--- src/rtl/bloom_pkg.sv ---
// Shared definitions for the bloom scan sequencer: core mode encodings,
// controller state enum and the default distance range.
package bloom_pkg;

    localparam int DEFAULT_DIST_WIDTH = 14;
    localparam int MAX_DIST           = (1 << DEFAULT_DIST_WIDTH) - 1;

    localparam logic [1:0] MODE_IDLE  = 2'b00;
    localparam logic [1:0] MODE_REF   = 2'b01;
    localparam logic [1:0] MODE_BLOOM = 2'b10;

    typedef enum logic [2:0] {
        ST_IDLE,
        ST_REF,
        ST_GAP,
        ST_BLOOM,
        ST_DONE
    } state_t;

endpackage

--- src/rtl/bloom_scan_ctrl_if.sv ---
// Core-side control/status bus plus the result record handshake of the
// bloom scan sequencer. The master side is the sequencer.
interface bloom_scan_ctrl_if #(
    parameter int DIST_WIDTH = 14,
    parameter int CNT_WIDTH  = 6
);
    logic [1:0]            mode;
    logic [DIST_WIDTH-1:0] distance;
    logic                  contains_ref;
    logic                  ref_end;
    logic [DIST_WIDTH-1:0] ref_dist;
    logic                  contains_bloom;
    logic                  bloom_end;
    logic                  res_valid;
    logic                  res_ready;
    logic                  res_has_ref;
    logic [DIST_WIDTH-1:0] res_ref_dist;
    logic [CNT_WIDTH-1:0]  res_bloom_cnt;
    logic                  res_timeout;

    modport master (
        output mode, distance, res_valid, res_has_ref, res_ref_dist,
               res_bloom_cnt, res_timeout,
        input  contains_ref, ref_end, ref_dist, contains_bloom, bloom_end,
               res_ready
    );

    modport slave (
        input  mode, distance, res_valid, res_has_ref, res_ref_dist,
               res_bloom_cnt, res_timeout,
        output contains_ref, ref_end, ref_dist, contains_bloom, bloom_end,
               res_ready
    );
endinterface

--- src/rtl/bloom_watchdog.sv ---
// Cycle watchdog: counts enabled cycles since the last clear and saturates
// at TIMEOUT; expired stays high while the count sits at TIMEOUT.
module bloom_watchdog #(
    parameter int TIMEOUT = 255
) (
    input  logic clk,
    input  logic rst,
    input  logic clr,
    input  logic en,
    output logic expired
);
    localparam int W = (TIMEOUT < 2) ? 1 : $clog2(TIMEOUT + 1);
    localparam logic [W-1:0] LIMIT = W'(TIMEOUT);

    logic [W-1:0] count;

    always_ff @(posedge clk or posedge rst) begin
        if (rst)
            count <= '0;
        else if (clr)
            count <= '0;
        else if (en && count != LIMIT)
            count <= count + 1'b1;
    end

    assign expired = (count == LIMIT);
endmodule

--- src/rtl/bloom_scan_ctrl.sv ---
// Sequencer in front of the block top: one reference search, then a bloom
// sweep over a window around ref_dist, returning one result record.
module bloom_scan_ctrl
    import bloom_pkg::*;
#(
    parameter int DIST_WIDTH  = 14,
    parameter int BLOOM_RANGE = 16,
    parameter int CNT_WIDTH   = 6,
    parameter int TIMEOUT     = 255
) (
    input  logic                     clk,
    input  logic                     rst,
    input  logic                     start,
    output logic                     busy,
    bloom_scan_ctrl_if.master        bus
);
    localparam int WW = DIST_WIDTH + 1;
    localparam logic [DIST_WIDTH:0] MAX_W   = {1'b0, {DIST_WIDTH{1'b1}}};
    localparam logic [DIST_WIDTH:0] RANGE_W = WW'(BLOOM_RANGE);

    state_t state, next_state;

    logic [DIST_WIDTH-1:0] cursor, hi, ref_q;
    logic [DIST_WIDTH-1:0] win_lo, win_hi;
    logic [DIST_WIDTH:0]   ref_w;
    logic                  has_ref_q, timeout_q;
    logic [CNT_WIDTH-1:0]  cnt_q;
    logic                  wd_clr, wd_en, expired;

    // Window bounds clamp at 0 and MAX; the extra bit keeps ref+R from wrapping.
    always_comb begin
        ref_w  = {1'b0, bus.ref_dist};
        win_lo = (ref_w >= RANGE_W) ? DIST_WIDTH'(ref_w - RANGE_W) : '0;
        win_hi = (ref_w <= MAX_W - RANGE_W) ? DIST_WIDTH'(ref_w + RANGE_W) : '1;
    end

    always_ff @(posedge clk or posedge rst) begin
        if (rst) state <= ST_IDLE;
        else     state <= next_state;
    end

    always_comb begin
        next_state   = state;
        bus.mode     = MODE_IDLE;
        bus.distance = '0;
        busy         = 1'b1;
        bus.res_valid = 1'b0;
        case (state)
            ST_IDLE: begin
                busy = 1'b0;
                if (start) next_state = ST_REF;
            end
            ST_REF: begin
                bus.mode = MODE_REF;
                if (bus.ref_end)
                    next_state = bus.contains_ref ? ST_GAP : ST_DONE;
                else if (expired)
                    next_state = ST_DONE;
            end
            ST_GAP: begin
                bus.distance = cursor;
                if (cursor != ref_q)
                    next_state = ST_BLOOM;
                else if (cursor == hi)
                    next_state = ST_DONE;
            end
            ST_BLOOM: begin
                bus.mode     = MODE_BLOOM;
                bus.distance = cursor;
                if (bus.bloom_end)
                    next_state = (cursor == hi) ? ST_DONE : ST_GAP;
                else if (expired)
                    next_state = ST_DONE;
            end
            ST_DONE: begin
                bus.res_valid = 1'b1;
                if (bus.res_ready) next_state = ST_IDLE;
            end
            default: next_state = ST_IDLE;
        endcase
    end

    assign wd_en  = (state == ST_REF) || (state == ST_BLOOM);
    assign wd_clr = (next_state != state) &&
                    (next_state == ST_REF || next_state == ST_BLOOM);

    bloom_watchdog #(.TIMEOUT(TIMEOUT)) u_watchdog (
        .clk     (clk),
        .rst     (rst),
        .clr     (wd_clr),
        .en      (wd_en),
        .expired (expired)
    );

    always_ff @(posedge clk or posedge rst) begin
        if (rst) begin
            cursor    <= '0;
            hi        <= '0;
            ref_q     <= '0;
            has_ref_q <= 1'b0;
            timeout_q <= 1'b0;
            cnt_q     <= '0;
        end else begin
            case (state)
                ST_IDLE: if (start) begin
                    cursor    <= '0;
                    hi        <= '0;
                    ref_q     <= '0;
                    has_ref_q <= 1'b0;
                    timeout_q <= 1'b0;
                    cnt_q     <= '0;
                end
                ST_REF: begin
                    if (bus.ref_end) begin
                        if (bus.contains_ref) begin
                            has_ref_q <= 1'b1;
                            ref_q     <= bus.ref_dist;
                            cursor    <= win_lo;
                            hi        <= win_hi;
                        end
                    end else if (expired) begin
                        timeout_q <= 1'b1;
                    end
                end
                // Skipped reference point: advance unless it closes the window.
                ST_GAP: if (cursor == ref_q && cursor != hi) cursor <= cursor + 1'b1;
                ST_BLOOM: begin
                    if (bus.bloom_end) begin
                        if (bus.contains_bloom && cnt_q != '1) cnt_q <= cnt_q + 1'b1;
                        if (cursor != hi) cursor <= cursor + 1'b1;
                    end else if (expired) begin
                        timeout_q <= 1'b1;
                    end
                end
                default: ;
            endcase
        end
    end

    assign bus.res_has_ref   = has_ref_q;
    assign bus.res_ref_dist  = ref_q;
    assign bus.res_bloom_cnt = cnt_q;
    assign bus.res_timeout   = timeout_q;
endmodule
--- src/flat_wrapper.sv ---
// flat-port wrapper written by rule: the top's interface ports become plain ports
module bloom_scan_ctrl_flat import bloom_pkg::*;
#(
    parameter int DIST_WIDTH  = 14,
    parameter int BLOOM_RANGE = 16,
    parameter int CNT_WIDTH   = 6,
    parameter int TIMEOUT     = 255
)
  (clk, rst, start, busy, bus_mode, bus_distance, bus_res_valid, bus_res_has_ref, bus_res_ref_dist, bus_res_bloom_cnt, bus_res_timeout, bus_contains_ref, bus_ref_end, bus_ref_dist, bus_contains_bloom, bus_bloom_end, bus_res_ready);
  bloom_scan_ctrl_if #(.DIST_WIDTH(DIST_WIDTH), .CNT_WIDTH(CNT_WIDTH)) bus_i ();
  input  logic clk;
  input  logic rst;
  input  logic start;
  output logic busy;
  output wire logic [$bits(bus_i.mode)-1:0] bus_mode;
  output wire logic [$bits(bus_i.distance)-1:0] bus_distance;
  output wire logic [$bits(bus_i.res_valid)-1:0] bus_res_valid;
  output wire logic [$bits(bus_i.res_has_ref)-1:0] bus_res_has_ref;
  output wire logic [$bits(bus_i.res_ref_dist)-1:0] bus_res_ref_dist;
  output wire logic [$bits(bus_i.res_bloom_cnt)-1:0] bus_res_bloom_cnt;
  output wire logic [$bits(bus_i.res_timeout)-1:0] bus_res_timeout;
  input wire logic [$bits(bus_i.contains_ref)-1:0] bus_contains_ref;
  input wire logic [$bits(bus_i.ref_end)-1:0] bus_ref_end;
  input wire logic [$bits(bus_i.ref_dist)-1:0] bus_ref_dist;
  input wire logic [$bits(bus_i.contains_bloom)-1:0] bus_contains_bloom;
  input wire logic [$bits(bus_i.bloom_end)-1:0] bus_bloom_end;
  input wire logic [$bits(bus_i.res_ready)-1:0] bus_res_ready;
  assign bus_mode = bus_i.mode;
  assign bus_distance = bus_i.distance;
  assign bus_res_valid = bus_i.res_valid;
  assign bus_res_has_ref = bus_i.res_has_ref;
  assign bus_res_ref_dist = bus_i.res_ref_dist;
  assign bus_res_bloom_cnt = bus_i.res_bloom_cnt;
  assign bus_res_timeout = bus_i.res_timeout;
  assign bus_i.contains_ref = bus_contains_ref;
  assign bus_i.ref_end = bus_ref_end;
  assign bus_i.ref_dist = bus_ref_dist;
  assign bus_i.contains_bloom = bus_contains_bloom;
  assign bus_i.bloom_end = bus_bloom_end;
  assign bus_i.res_ready = bus_res_ready;
  bloom_scan_ctrl #(.DIST_WIDTH(DIST_WIDTH), .BLOOM_RANGE(BLOOM_RANGE), .CNT_WIDTH(CNT_WIDTH), .TIMEOUT(TIMEOUT)) u_core (.clk(clk), .rst(rst), .start(start), .busy(busy), .bus(bus_i));
endmodule
--- config.mk ---
export PLATFORM = sky130hd
export DESIGN_NAME = bloom_scan_ctrl_flat
export DESIGN_NICKNAME = d
export VERILOG_FILES = /design/src/rtl/bloom_pkg.sv /design/src/rtl/bloom_scan_ctrl_if.sv /design/src/rtl/bloom_watchdog.sv /design/src/rtl/bloom_scan_ctrl.sv /design/src/flat_wrapper.sv
export SDC_FILE = /design/constraint.sdc
export NUM_CORES = 1
export LEC_CHECK = 0
export BUFFER_PORTS_ARGS = -buffer_cell sky130_fd_sc_hd__clkbuf_2
export CAP_MARGIN = 40
export CORE_MARGIN = 4
export CORE_UTILIZATION = 26
export CTS_CLUSTER_DIAMETER = 150
export DETAILED_ROUTE_END_ITERATION = 7
export PLACE_DENSITY = 0.49
export SLEW_MARGIN = 40
export SYNTH_ARGS = -nofsm -noshare
export SYNTH_HDL_FRONTEND = slang
export SYNTH_SLANG_ARGS = --single-unit
--- constraint.sdc ---
create_clock -name clk -period 2.25 [get_ports clk]
set_input_delay 0.45 -clock clk [delete_from_list [all_inputs] [get_ports clk]]
set_output_delay 0.45 -clock clk [all_outputs]
set_load 0.02 [all_outputs]
* Yosys cells after proc, flatten, opt, wreduce, memory -nomap -nowiden
Cells that the tools add are included.
** Cells by class
- Add/sub/neg operators :: 5
- $lt $le $gt $ge :: 2
- Equal/unequal tests :: 23
- Muxes and demuxes :: 43
- Reductions and logical operators :: 17
** Operators with widths (count)
- 14-bit two-way mux :: 13
- 14-bit one-hot mux with 2 select lines :: 2
- 14-bit one-hot mux with 4 select lines :: 1
- 14-bit equality test :: 2
- 14-bit inequality test :: 2
- 3-bit two-way mux :: 9
- 6-bit two-way mux :: 3
- 8-bit two-way mux :: 2
- 2-bit inequality test (second input constant) :: 8
- 3-bit one-hot mux with 5 select lines :: 1
- 14-bit by 1-bit adder with 14-bit output (second input constant) :: 1
- 14-bit by 5-bit adder with 14-bit output (second input constant) :: 1
- 14-bit by 5-bit greater-or-equal comparator with 1-bit output (second input constant) :: 1
- 14-bit <= comparator (second input constant) :: 1
- 14-bit by 5-bit subtractor with 14-bit output (second input constant) :: 1
- 6-bit one-hot mux with 2 select lines :: 1
- 4-bit AND reduction :: 3
- 3-bit by 2-bit equality test with 1-bit output (second input constant) :: 3
- 8-bit by 1-bit adder with 8-bit output (second input constant) :: 1
- 8-bit equality test (second input constant) :: 1
- 1-bit two-way mux :: 8
- 8-bit inequality test (second input constant) :: 1
- 7-bit AND reduction :: 1
- 6-bit by 1-bit adder with 6-bit output (second input constant) :: 1
- 15 further kinds :: 22
** Storage, ports and cells
- Flip-flop bits (word level) :: 61
- Input port bits :: 22

* Logic depth before layout (Yosys ltp)
Gate-level depths: netlist (run 1).
- Depth in word-level cells :: 8
- Gate-level depth with buffers :: 8

* By module
A second synthesis (run 1) with hierarchy kept.
** Unflattened totals
- Cells, all modules :: 484
- Area, all modules :: 4057.6 um^2
** By module, submodules not included
- bloom_scan_ctrl :: times used 1, cells each 436, area an instance 3565.9 um^2, sequential area each 1326.3 um^2
- bloom_watchdog :: times used 1, cells each 48, area an instance 491.7 um^2, sequential area each 200.2 um^2

* Least setup slack after synthesis (run 1)
Ideal clock, no wire load.
- Kind :: register to register
- Start point :: register u_core.cursor[0]
- End point :: register u_core.cursor[0]
- Setup time :: 125 ps
- Data arrival time :: 1827 ps
- Required time :: 2125 ps
- Slack :: 298 ps
- Cell stages (with the launch flop) :: 7
- Buffers on the path :: 1
- Cell sequence :: dfrtp_1 -> xnor2_1 -> nand4_1 -> or4_4 -> o311ai_4 -> buf_6 -> mux2_4
** On the way
- Cells in the longest elaborated chain, start to end :: 4
- Elaborated cells between the ends (all ways) :: 11
** RTL lines
- start, declared :: line bloom_scan_ctrl.sv:23 : logic [DIST_WIDTH-1:0] cursor, hi, ref_q;
- start signal, assigned :: line bloom_scan_ctrl.sv:118 : cursor <= win_lo;
- start signal, assigned :: line bloom_scan_ctrl.sv:126 : ST_GAP: if (cursor == ref_q && cursor != hi) cursor <= cursor + 1'b1;
- start signal, assigned :: line bloom_scan_ctrl.sv:130 : if (cursor != hi) cursor <= cursor + 1'b1;
- 14-bit by 1-bit adder with 14-bit output (tied with other cells) :: line bloom_scan_ctrl.sv:126, bloom_scan_ctrl.sv:130
- 14-bit two-way mux or 1-bit logical AND (tied branches) :: line bloom_scan_ctrl.sv:130, bloom_scan_ctrl.sv:126
- 14-bit two-way mux or 2-bit by 1-bit inequality test with 1-bit output (tied branches)
- 14-bit one-hot mux with 4 select lines or 7-bit AND reduction (tied branches)
Several ways; a longest one is shown, not always the timed one. The select of a mux whose other input is x is not followed.
A chain may end at the register's enable or synchronous reset.

* Worst setup path in the final report (run 1)
- Start point :: register u_core.cursor[2]
- End point :: register u_core.cursor[4]
Same word-level chain as after synthesis.

==> results.toml, run 1 <==
[status]
status = "finished, final reports clean"

[routing]
routed_wl_microns = 13000
drtAntennaViolNets = 0
drc = 0
wl_per_cell_microns = 17.5
viasPerCell = 5.02
drtIter0Drc = 284
drt-pass1-iter-count = 5
via_count = 3728

[clocking]
clk-insertion-delay-late_ps = 330
clkTransAtPathRegs_ps = 50
numCtsBuffers = 9
htree_levels = 3
cts_tree = "built"
cts_sinks = 61
clk_path_buf_depth = 2
root_buffer = "clkbuf_16"
postCtsSetupBuffers = 0

[die]
die-area_sq_um = 17500
die_height_microns = 132
rows = 45
die_x_microns = 132
pin_count = 62
coreArea_sq_um = 15200
initial_core_util = 0.265

[finish]
num-nets-final = 580
multi_input_area_sq_um = 2260
nFillCells = 1610
area_growth_pct = 24.2
seqCellArea_sq_um = 1530
drive_gt1_frac = 0.238
fin_cells = 743
antenna_cells = 0

[global_route]
antenna_found_initial = 0
grt_max_degree = 62
grtUsageTotal = 0.149
grt_pass1_wl_microns = 20800
gr-usage-met1 = 0.222
met2_usage = 0.216
use_met3 = 0.0347
grt_pass1_vias = 3678
grt_busiest_layer = "met1"
grt_overflow = 0

[yosys]
synth_cells = 475
synth_compound_area_frac = 0.160
synth_mux_area_frac = 0.0212
synth_cell_types = 49
synth_warnings = 0
synth_top_area_cell = "dfrtp_1"
synth_area_leaders = "dfrtp_1 (38%), xnor2_1 (8.5%), o21ai_0 (7.3%), nand2_1 (6.9%), nor2_1 (2.8%)"
synth_top_family_by_area = "simple AND/OR/NAND/NOR gates"
synthXorXnorAreaFrac = 0.123
yosys.area_share.simple = 0.231
synthesis.area_sq_um = 4020
synth-async-reset-ratio = 1.00
synth-edff-count = 0
ys_ff_latch = 61
synthFlopType = "dfrtp_1"
synthAdderAreaFrac = 0.0218
seq_area_frac_synth = 0.380
synth_nets = 504
synth_area_per_cell_sq_um = 8.47
synth_top_area_frac = 0.380

[placed_design]
dp.cells = 728
gp_congestion = 0.871
dpl.hpwl_microns = 9580
port_buffers = 61

[timing]
rsz0062_at_grt = "false"
slew_headroom = 0.732
min_period_over_period = 0.982
clock.fmax_mhz = 452
post-route-min-period_ps = 2210
fin_setup_tns_ps = 0
worst_pin_slew_ps = 400
slew_violations = 0
setup_viol = 0
skew_ps = 2.86
hold_viol = 0

[critical_path]
max_stage_delay_ps = 530
reg2reg_setup_slack_ps = 40
crit_arrival_ps = 2430
cpLargestDelayFamily = "simple AND/OR/NAND/NOR gates"
crit_buf_inv = 1
critPathMaxFanout = 20
startpoint_type = "register"
path_class = "reg -> reg"
slowest_stage = "or4_4"
cp-end-kind = "register"
cp_cell_sequence = "xnor2_1 -> nand4_1 -> or4_4 -> o311ai_4 -> buf_12 -> mux2_2"
crit_required_ps = 2470

[flow_run]
drv_cap = 0

[hold_path]
hold_class = "in -> async"

[power_and_ir_drop]
p_leak_nw = 2.16
power-per-cell-area_nw_per_um2 = 1430
ir_worst_vdd_uv = 491
finalPower_mw = 7.12
[path summary, 6_finish.rpt]
kind	startpoint	end	cells after the start
setup / recovery	u_core.cursor[2]$_DFFE_PP0P_	u_core.cursor[4]$_DFFE_PP0P_	6
min in group clk	bus_res_ready	u_core.state[2]$_DFF_PP0_	2
setup reg to reg	u_core.cursor[2]$_DFFE_PP0P_	u_core.cursor[4]$_DFFE_PP0P_	6
max in group asynchronous	rst	u_core.hi[5]$_DFFE_PP0P_	3
hold / removal	rst	u_core.state[2]$_DFF_PP0_	3
hold reg to reg	u_core.bus.res_has_ref$_DFFE_PP0P_	u_core.bus.res_has_ref$_DFFE_PP0P_	2
[synth_stat cells, drive strengths merged, types with 2 or more instances]
| cell | number |
|---|---|
| nor2 | 30 |
| buf | 18 |
| o31ai | 3 |
| nand3 | 15 |
| nand4 | 13 |
| o32a | 3 |
| a31oi | 6 |
| or3 | 2 |
| nand2b | 4 |
| clkbuf | 15 |
| mux2 | 6 |
| xnor2 | 42 |
| nor3 | 17 |
| o311ai | 2 |
| nand2 | 74 |
| a2bb2oi | 2 |
| o211ai | 3 |
| nor2b | 5 |
| and3 | 10 |
| nor4 | 5 |
| o21ai | 61 |
| a211oi | 2 |
| and2 | 11 |
| o22a | 2 |
| o22ai | 8 |
| xor2 | 12 |
| ha | 7 |
| inv | 17 |
| dfrtp | 61 |
| a21oi | 8 |
| a32oi | 2 |
| nor3b | 2 |
[kinds of logic (layout without fill, tap and decap cells)]
group,after synthesis,count (layout)
simple gates,192,192
compound gates,104,104
flops,61,61
xor+xnor,54,54
buf+inv,50,130
fa+ha+maj,7,7
mux,7,7
[flip-flops by register name, indices dropped and copies added, names as in the netlist]
signal and count:
u_core.state 3, u_core.hi 14, u_core.bus.res_ref_dist 14, u_core.bus.res_timeout 1, u_core.cursor 14, u_core.bus.res_has_ref 1, u_core.bus.res_bloom_cnt 6, u_core.u_watchdog.count 8
[metrics by stage]
step,hold WS [ps],instance area [sq um],utilization,setup slack (ps)
after floorplan,470,4020,-,287
final,158,4990,0.328,39.9
after CTS,183,4980,0.327,34.4
after global routing,209,4990,0.328,7.62
after detailed placement,489,4710,0.310,73.2
after global placement,472,4710,0.310,17.8
[metal layers]
| layer | up-vias | part of all wire |
|---|---|---|
| met5 | - | 0 |
| met4 | 0 | 0.0094 |
| met3 | 8 | 0.061 |
| met2 | 113 | 0.43 |
| met1 | 1800 | 0.50 |
| li1 | 1807 | - |
[repair_timing]
| action | CTS | global route |
|---|---|---|
| hold buffers | 0 | 0 |
| resized for setup | 0 | 3 |
| setup endpoints to repair | 0 | 8 |
[worst reg2reg max path: stages, from the launching register on]
cell and delay (ps):
dfrtp_1 480, xnor2_1 260, nand4_1 180, or4_4 530
o311ai_4 100, buf_12 200, mux2_2 340
[cell type report]
| type | count | area share |
|---|---|---|
| flip-flops and latches | 61 | 0.306 |
| clock inverters | 5 | 0.00551 |
| repair buffers | 98 | 0.127 |
| inverters | 17 | 0.0135 |
| clock buffers | 10 | 0.0479 |
| well taps | 188 | 0.0471 |
| multi-input cells | 364 | 0.454 |
[where the power goes]
group | switching [mW] | internal (mW) | total, mW | leakage (nW)
registers | 0.546 | 1.52 | 2.07 | 0.819
clock network | 0.508 | 0.760 | 1.27 | 0.134
logic | 2.17 | 1.61 | 3.78 | 1.21
[placed cells by master, fill, tap and decap left out, drive strengths merged, types with 2 or more instances in the layout]
cell and instances:
buf 37, nor2 30, o32a 3, o22ai 8, inv 16, a21oi 8
xnor2 42, a2bb2oi 2, o311ai 2, o22a 2, nand3 15, xor2 12
a211oi 2, and3 10, nor3 17, clkinv 4, nor2b 5, nand4 13
nand2b 4, o31ai 3, o21ai 61, a32oi 2, ha 7, dfrtp 61
a31oi 6, and2 11, nor4 5, nand2 74, mux2 6, clkinvlp 2
o211ai 3, clkbuf 71, or3 2, nor3b 2
Power figures use the tool's default switching activity.
==> run 2, diff against run 1 <==
--- a/config.mk
+++ b/config.mk
@@ -12,6 +12,7 @@
 export CTS_CLUSTER_DIAMETER = 150
 export DETAILED_ROUTE_END_ITERATION = 7
 export PLACE_DENSITY = 0.49
+export SETUP_SLACK_MARGIN = 0.3
 export SLEW_MARGIN = 40
 export SYNTH_ARGS = -nofsm -noshare
 export SYNTH_HDL_FRONTEND = slang
==> constraint.sdc (replaced) <==
create_clock -name clk -period 2.4 [get_ports clk]
set_input_delay 0.48 -clock clk [delete_from_list [all_inputs] [get_ports clk]]
set_output_delay 0.48 -clock clk [all_outputs]
set_load 0.02 [all_outputs]
==> results.toml, run 2 (synthesis results as in run 1) <==
[status]
status = "finished, final reports clean"

[clocking]
clkTransAtPathRegs_ps = 60
htree_levels = 3
cts_tree = "built"
numCtsBuffers = 9
root_buffer = "clkbuf_16"
clk-insertion-delay-late_ps = 340
cts_sinks = 61
clk_path_buf_depth = 2

[global_route]
antenna_found_initial = 0
grt_pass1_vias = 3719
grtUsageTotal = 0.150
grt_pass1_wl_microns = 20900
grt_max_degree = 62
grt_overflow = 0

[placed_design]
dp.cells = 714
dpl.hpwl_microns = 9260
pre_cts_slack_ps = 39.5
placed_cell_area_sq_um = 4580
gp_congestion = 0.849
port_buffers = 61

[routing]
wl_per_cell_microns = 17.5
drtAntennaViolNets = 0
viasPerCell = 5.07
drc = 0
via_count = 3785
routed_wl_microns = 13100
drtIter0Drc = 324
drt-pass1-iter-count = 5

[timing]
worst_pin_slew_ps = 549
slew_headroom = 0.633
skew_ps = 7.41
setup_ws_ps = 341
hold_viol = 0
fin_setup_tns_ps = 0
clock.fmax_mhz = 486
min_period_over_period = 0.858
fin_hold_ws_ps = 193
setup_viol = 0
slew_violations = 0
rsz0062_at_grt = "true"
post-route-min-period_ps = 2060

[critical_path]
critPathMaxFanout = 8
r2r_start = "u_core.cursor[4]$_DFFE_PP0P_"
crit_required_ps = 2620
path_class = "reg -> reg"
startpoint_type = "register"
crit_arrival_ps = 2280
cp-end-kind = "register"
ff2ff_path_depth = 5
reg2reg_setup_slack_ps = 340
r2r_end = "u_core.cursor[9]$_DFFE_PP0P_"

[die]
coreArea_sq_um = 15200
die-area_sq_um = 17500
pin_count = 62
die_x_microns = 132
die_height_microns = 132
rows = 45
initial_core_util = 0.265

[flow_run]
drv_cap = 0

[finish]
seqCellArea_sq_um = 1540
multi_input_area_sq_um = 2370
area_growth_pct = 28.3
postLayoutCellArea_sq_um = 5160
nFillCells = 1609
num-nets-final = 583
fin_cells = 747
layout_common_cells = "nand2_1 (74), o21ai_0 (56), clkbuf_2 (55)"
antenna_cells = 0
layout_commonest_cell = "nand2_1"
utilization = 0.339
drive_gt1_frac = 0.292

[hold_path]
hold_class = "in -> async"

[power_and_ir_drop]
p_leak_nw = 2.18
power-per-cell-area_nw_per_um2 = 1380
finalPower_mw = 7.10
ir_worst_vdd_uv = 495
run 2: cell type report:
| type | count | area share |
|---|---|---|
| tap | 188 | 0.0456 |
| clock buffer | 10 | 0.0463 |
| sequential | 61 | 0.299 |
| clock inverter | 6 | 0.0121 |
| multi-input combinational | 365 | 0.459 |
| timing repair buffer | 100 | 0.124 |
| inverter | 17 | 0.0138 |
run 2: routing by layer:
layer  track usage  wire length (microns)  up-vias
li1              -                      -     1809
met1         0.217                   6460     1853
met2         0.214                   5590      113
met3        0.0427                    829       10
met4        0.0491                    182        0
met5             0                      0        -
run 2: repair_timing:
item	CTS	global route
setup endpoints to repair	38	38
pin swaps	4	4
gates resized for setup	13	40
endpoints found under the hold margin	0	0
buffers inserted	7	7
hold buffers	0	0
gates cloned	2	1
run 2: report_power, final:
| group | internal (mW) | total (mW) | switching (mW) |
|---|---|---|---|
| Clock | 0.827 | 1.32 | 0.493 |
| Combinational | 1.65 | 3.76 | 2.10 |
| Sequential | 1.45 | 2.02 | 0.576 |
| Total | 3.93 | 7.10 | 3.17 |
run 2: critical path: stages (launching register included):
cell      delay (ps)
dfrtp_2          490
xnor2_1          160
nand4_1          160
or4_4            590
o311ai_4         160
mux2_2           390
run 2: worst max path at each step:
stage | startpoint | endpoint | depth (start not counted)
final | u_core.cursor[4]$_DFFE_PP0P_ | u_core.cursor[9]$_DFFE_PP0P_ | 5
after global routing | u_core.cursor[9]$_DFFE_PP0P_ | u_core.cursor[9]$_DFFE_PP0P_ | 5
after global placement | u_core.cursor[0]$_DFFE_PP0P_ | u_core.u_watchdog.count[2]$_DFFE_PP0P_ | 7
after CTS | u_core.state[1]$_DFF_PP0_ | bus_distance[12] | 7
after detailed placement | u_core.cursor[0]$_DFFE_PP0P_ | u_core.u_watchdog.count[2]$_DFFE_PP0P_ | 7
after floorplan | rst | u_core.bus.res_bloom_cnt[0]$_DFFE_PP0P_ | 1
==> run 3, diff against run 2 <==
--- a/config.mk
+++ b/config.mk
@@ -7,7 +7,6 @@
 export LEC_CHECK = 0
 export BUFFER_PORTS_ARGS = -buffer_cell sky130_fd_sc_hd__clkbuf_2
 export CAP_MARGIN = 40
-export CORE_MARGIN = 4
 export CORE_UTILIZATION = 26
 export CTS_CLUSTER_DIAMETER = 150
 export DETAILED_ROUTE_END_ITERATION = 7
==> results.toml, run 3 (synthesis results as in run 1) <==
[die]
initial_core_util = 0.266
die-area_sq_um = 16000
die_x_microns = 126
die_height_microns = 126
coreArea_sq_um = 15100
pin_count = 62
rows = 45

[power_and_ir_drop]
finalPower_mw = 7.24
power-per-cell-area_nw_per_um2 = 1370
ir_worst_vdd_uv = 480
p_leak_nw = 2.25

[flow_run]
drv_cap = 0

[critical_path]
startpoint_type = "register"
critPathMaxFanout = 8
crit_required_ps = 2620
cp-end-kind = "register"
crit_arrival_ps = 2330
ff2ff_path_depth = 5
path_class = "reg -> reg"

[timing]
slew_violations = 0
worst_pin_slew_ps = 628
rsz0062_at_grt = "true"
clock.fmax_mhz = 474
slew_headroom = 0.580
setup_viol = 0
hold_viol = 0
fin_setup_tns_ps = 0
min_period_over_period = 0.880
skew_ps = 4.27
post-route-min-period_ps = 2110
setup_ws_ps = 289

[finish]
postLayoutCellArea_sq_um = 5290
utilization = 0.349
drive_gt1_frac = 0.314
layout_common_cells = "nand2_1 (73), o21ai_0 (54), clkbuf_2 (50)"
area_growth_pct = 31.5
layout_commonest_cell = "nand2_1"
num-nets-final = 590
antenna_cells = 0

[global_route]
grt_pass1_vias = 3581
grt_overflow = 0
antenna_found_initial = 0
grt_pass1_wl_microns = 20000
grt_max_degree = 59
grtUsageTotal = 0.164

[clocking]
ctsHoldBuffers = 0
clkTransAtPathRegs_ps = 50
htree_levels = 3
numCtsBuffers = 9
clk_path_buf_depth = 2
clk-insertion-delay-late_ps = 330
root_buffer = "clkbuf_16"
cts_sinks = 61
cts_tree = "built"

[hold_path]
hold_class = "in -> async"

[placed_design]
port_buffers = 61
gp_congestion = 0.838
dpl.hpwl_microns = 9020
pre_cts_slack_ps = 104
placed_cell_area_sq_um = 4580

[routing]
wl_per_cell_microns = 16.5
via_count = 3746
drtAntennaViolNets = 0
drtIter0Drc = 255
routed_wl_microns = 12400
viasPerCell = 4.97
drt-pass1-iter-count = 4
drc = 0

[status]
status = "finished, final reports clean"
==> run 3: cell count changes in the layout (fill, tap and decap cells not counted), moves of 2 or more <==
cell / previous run / this run
and2_1: 11 / 7
and2_4: 0 / 4
buf_2: 4 / 2
buf_4: 36 / 42
buf_6: 3 / 11
clkbuf_2: 55 / 50
clkbuf_8: 1 / 3
clkinvlp_4: 5 / 2
dfrtp_1: 47 / 45
dfrtp_2: 14 / 16
nor2_1: 29 / 27
nor2_2: 0 / 2
o21ai_0: 56 / 54
==> run 3: power by group <==
group          internal [mW]  switching (mW)
combinational           1.76            2.14
sequential              1.45           0.539
clock                  0.887           0.470
==> run 3: metal layers <==
layer	up-vias	GRT usage	share of wire
li1	1826	-	-
met1	1802	0.241	0.50
met2	95	0.230	0.42
met3	23	0.0278	0.045
met4	0	0.0751	0.028
met5	-	0	0
==> run 3: timing repair <==
action | in CTS | in global routing
gates resized for setup | 17 | 66
cloned | 2 | 0
setup endpoints to repair | 32 | 41
pin swaps | 5 | 15
setup buffers | 9 | 12
==> run 3: critical path: stages, from the launching register on <==
cell and delay (ps):
dfrtp_2 450, xnor2_1 170, nand4_1 210, or4_4 580
o311ai_4 190, mux2_2 400
==> run 3: area by class of cell <==
class | instances | area, sq um
Fill cell | 1538 | 9860
Multi-Input combinational cell | 365 | 2390
Sequential cell | 61 | 1550
Timing Repair Buffer | 107 | 734
Clock buffer | 13 | 270
Tap cell | 188 | 235
Inverter | 17 | 70.1
Clock inverter | 3 | 42.5
==> run 3: path summary, 6_finish.rpt <==
kind / from / end / slack, ps
worst max-delay path: u_core.cursor[2]$_DFFE_PP0P_ / u_core.cursor[9]$_DFFE_PP0P_ / 290
worst min-delay path: rst / u_core.cursor[13]$_DFFE_PP0P_ / 80
worst max register to register: u_core.cursor[2]$_DFFE_PP0P_ / u_core.cursor[9]$_DFFE_PP0P_ / 290
worst min register to register: u_core.bus.res_has_ref$_DFFE_PP0P_ / u_core.bus.res_has_ref$_DFFE_PP0P_ / 490
max in group asynchronous: rst / u_core.state[0]$_DFF_PP0_ / 1730
min in group clk: bus_res_ready / u_core.state[2]$_DFF_PP0_ / 390
==> run 3: per-stage QoR <==
stage	instances	hold WS, ps
after global routing	754	107
after detailed placement	715	445
final	754	83.9
after floorplan	475	470
after global placement	715	440
after CTS	742	91.5
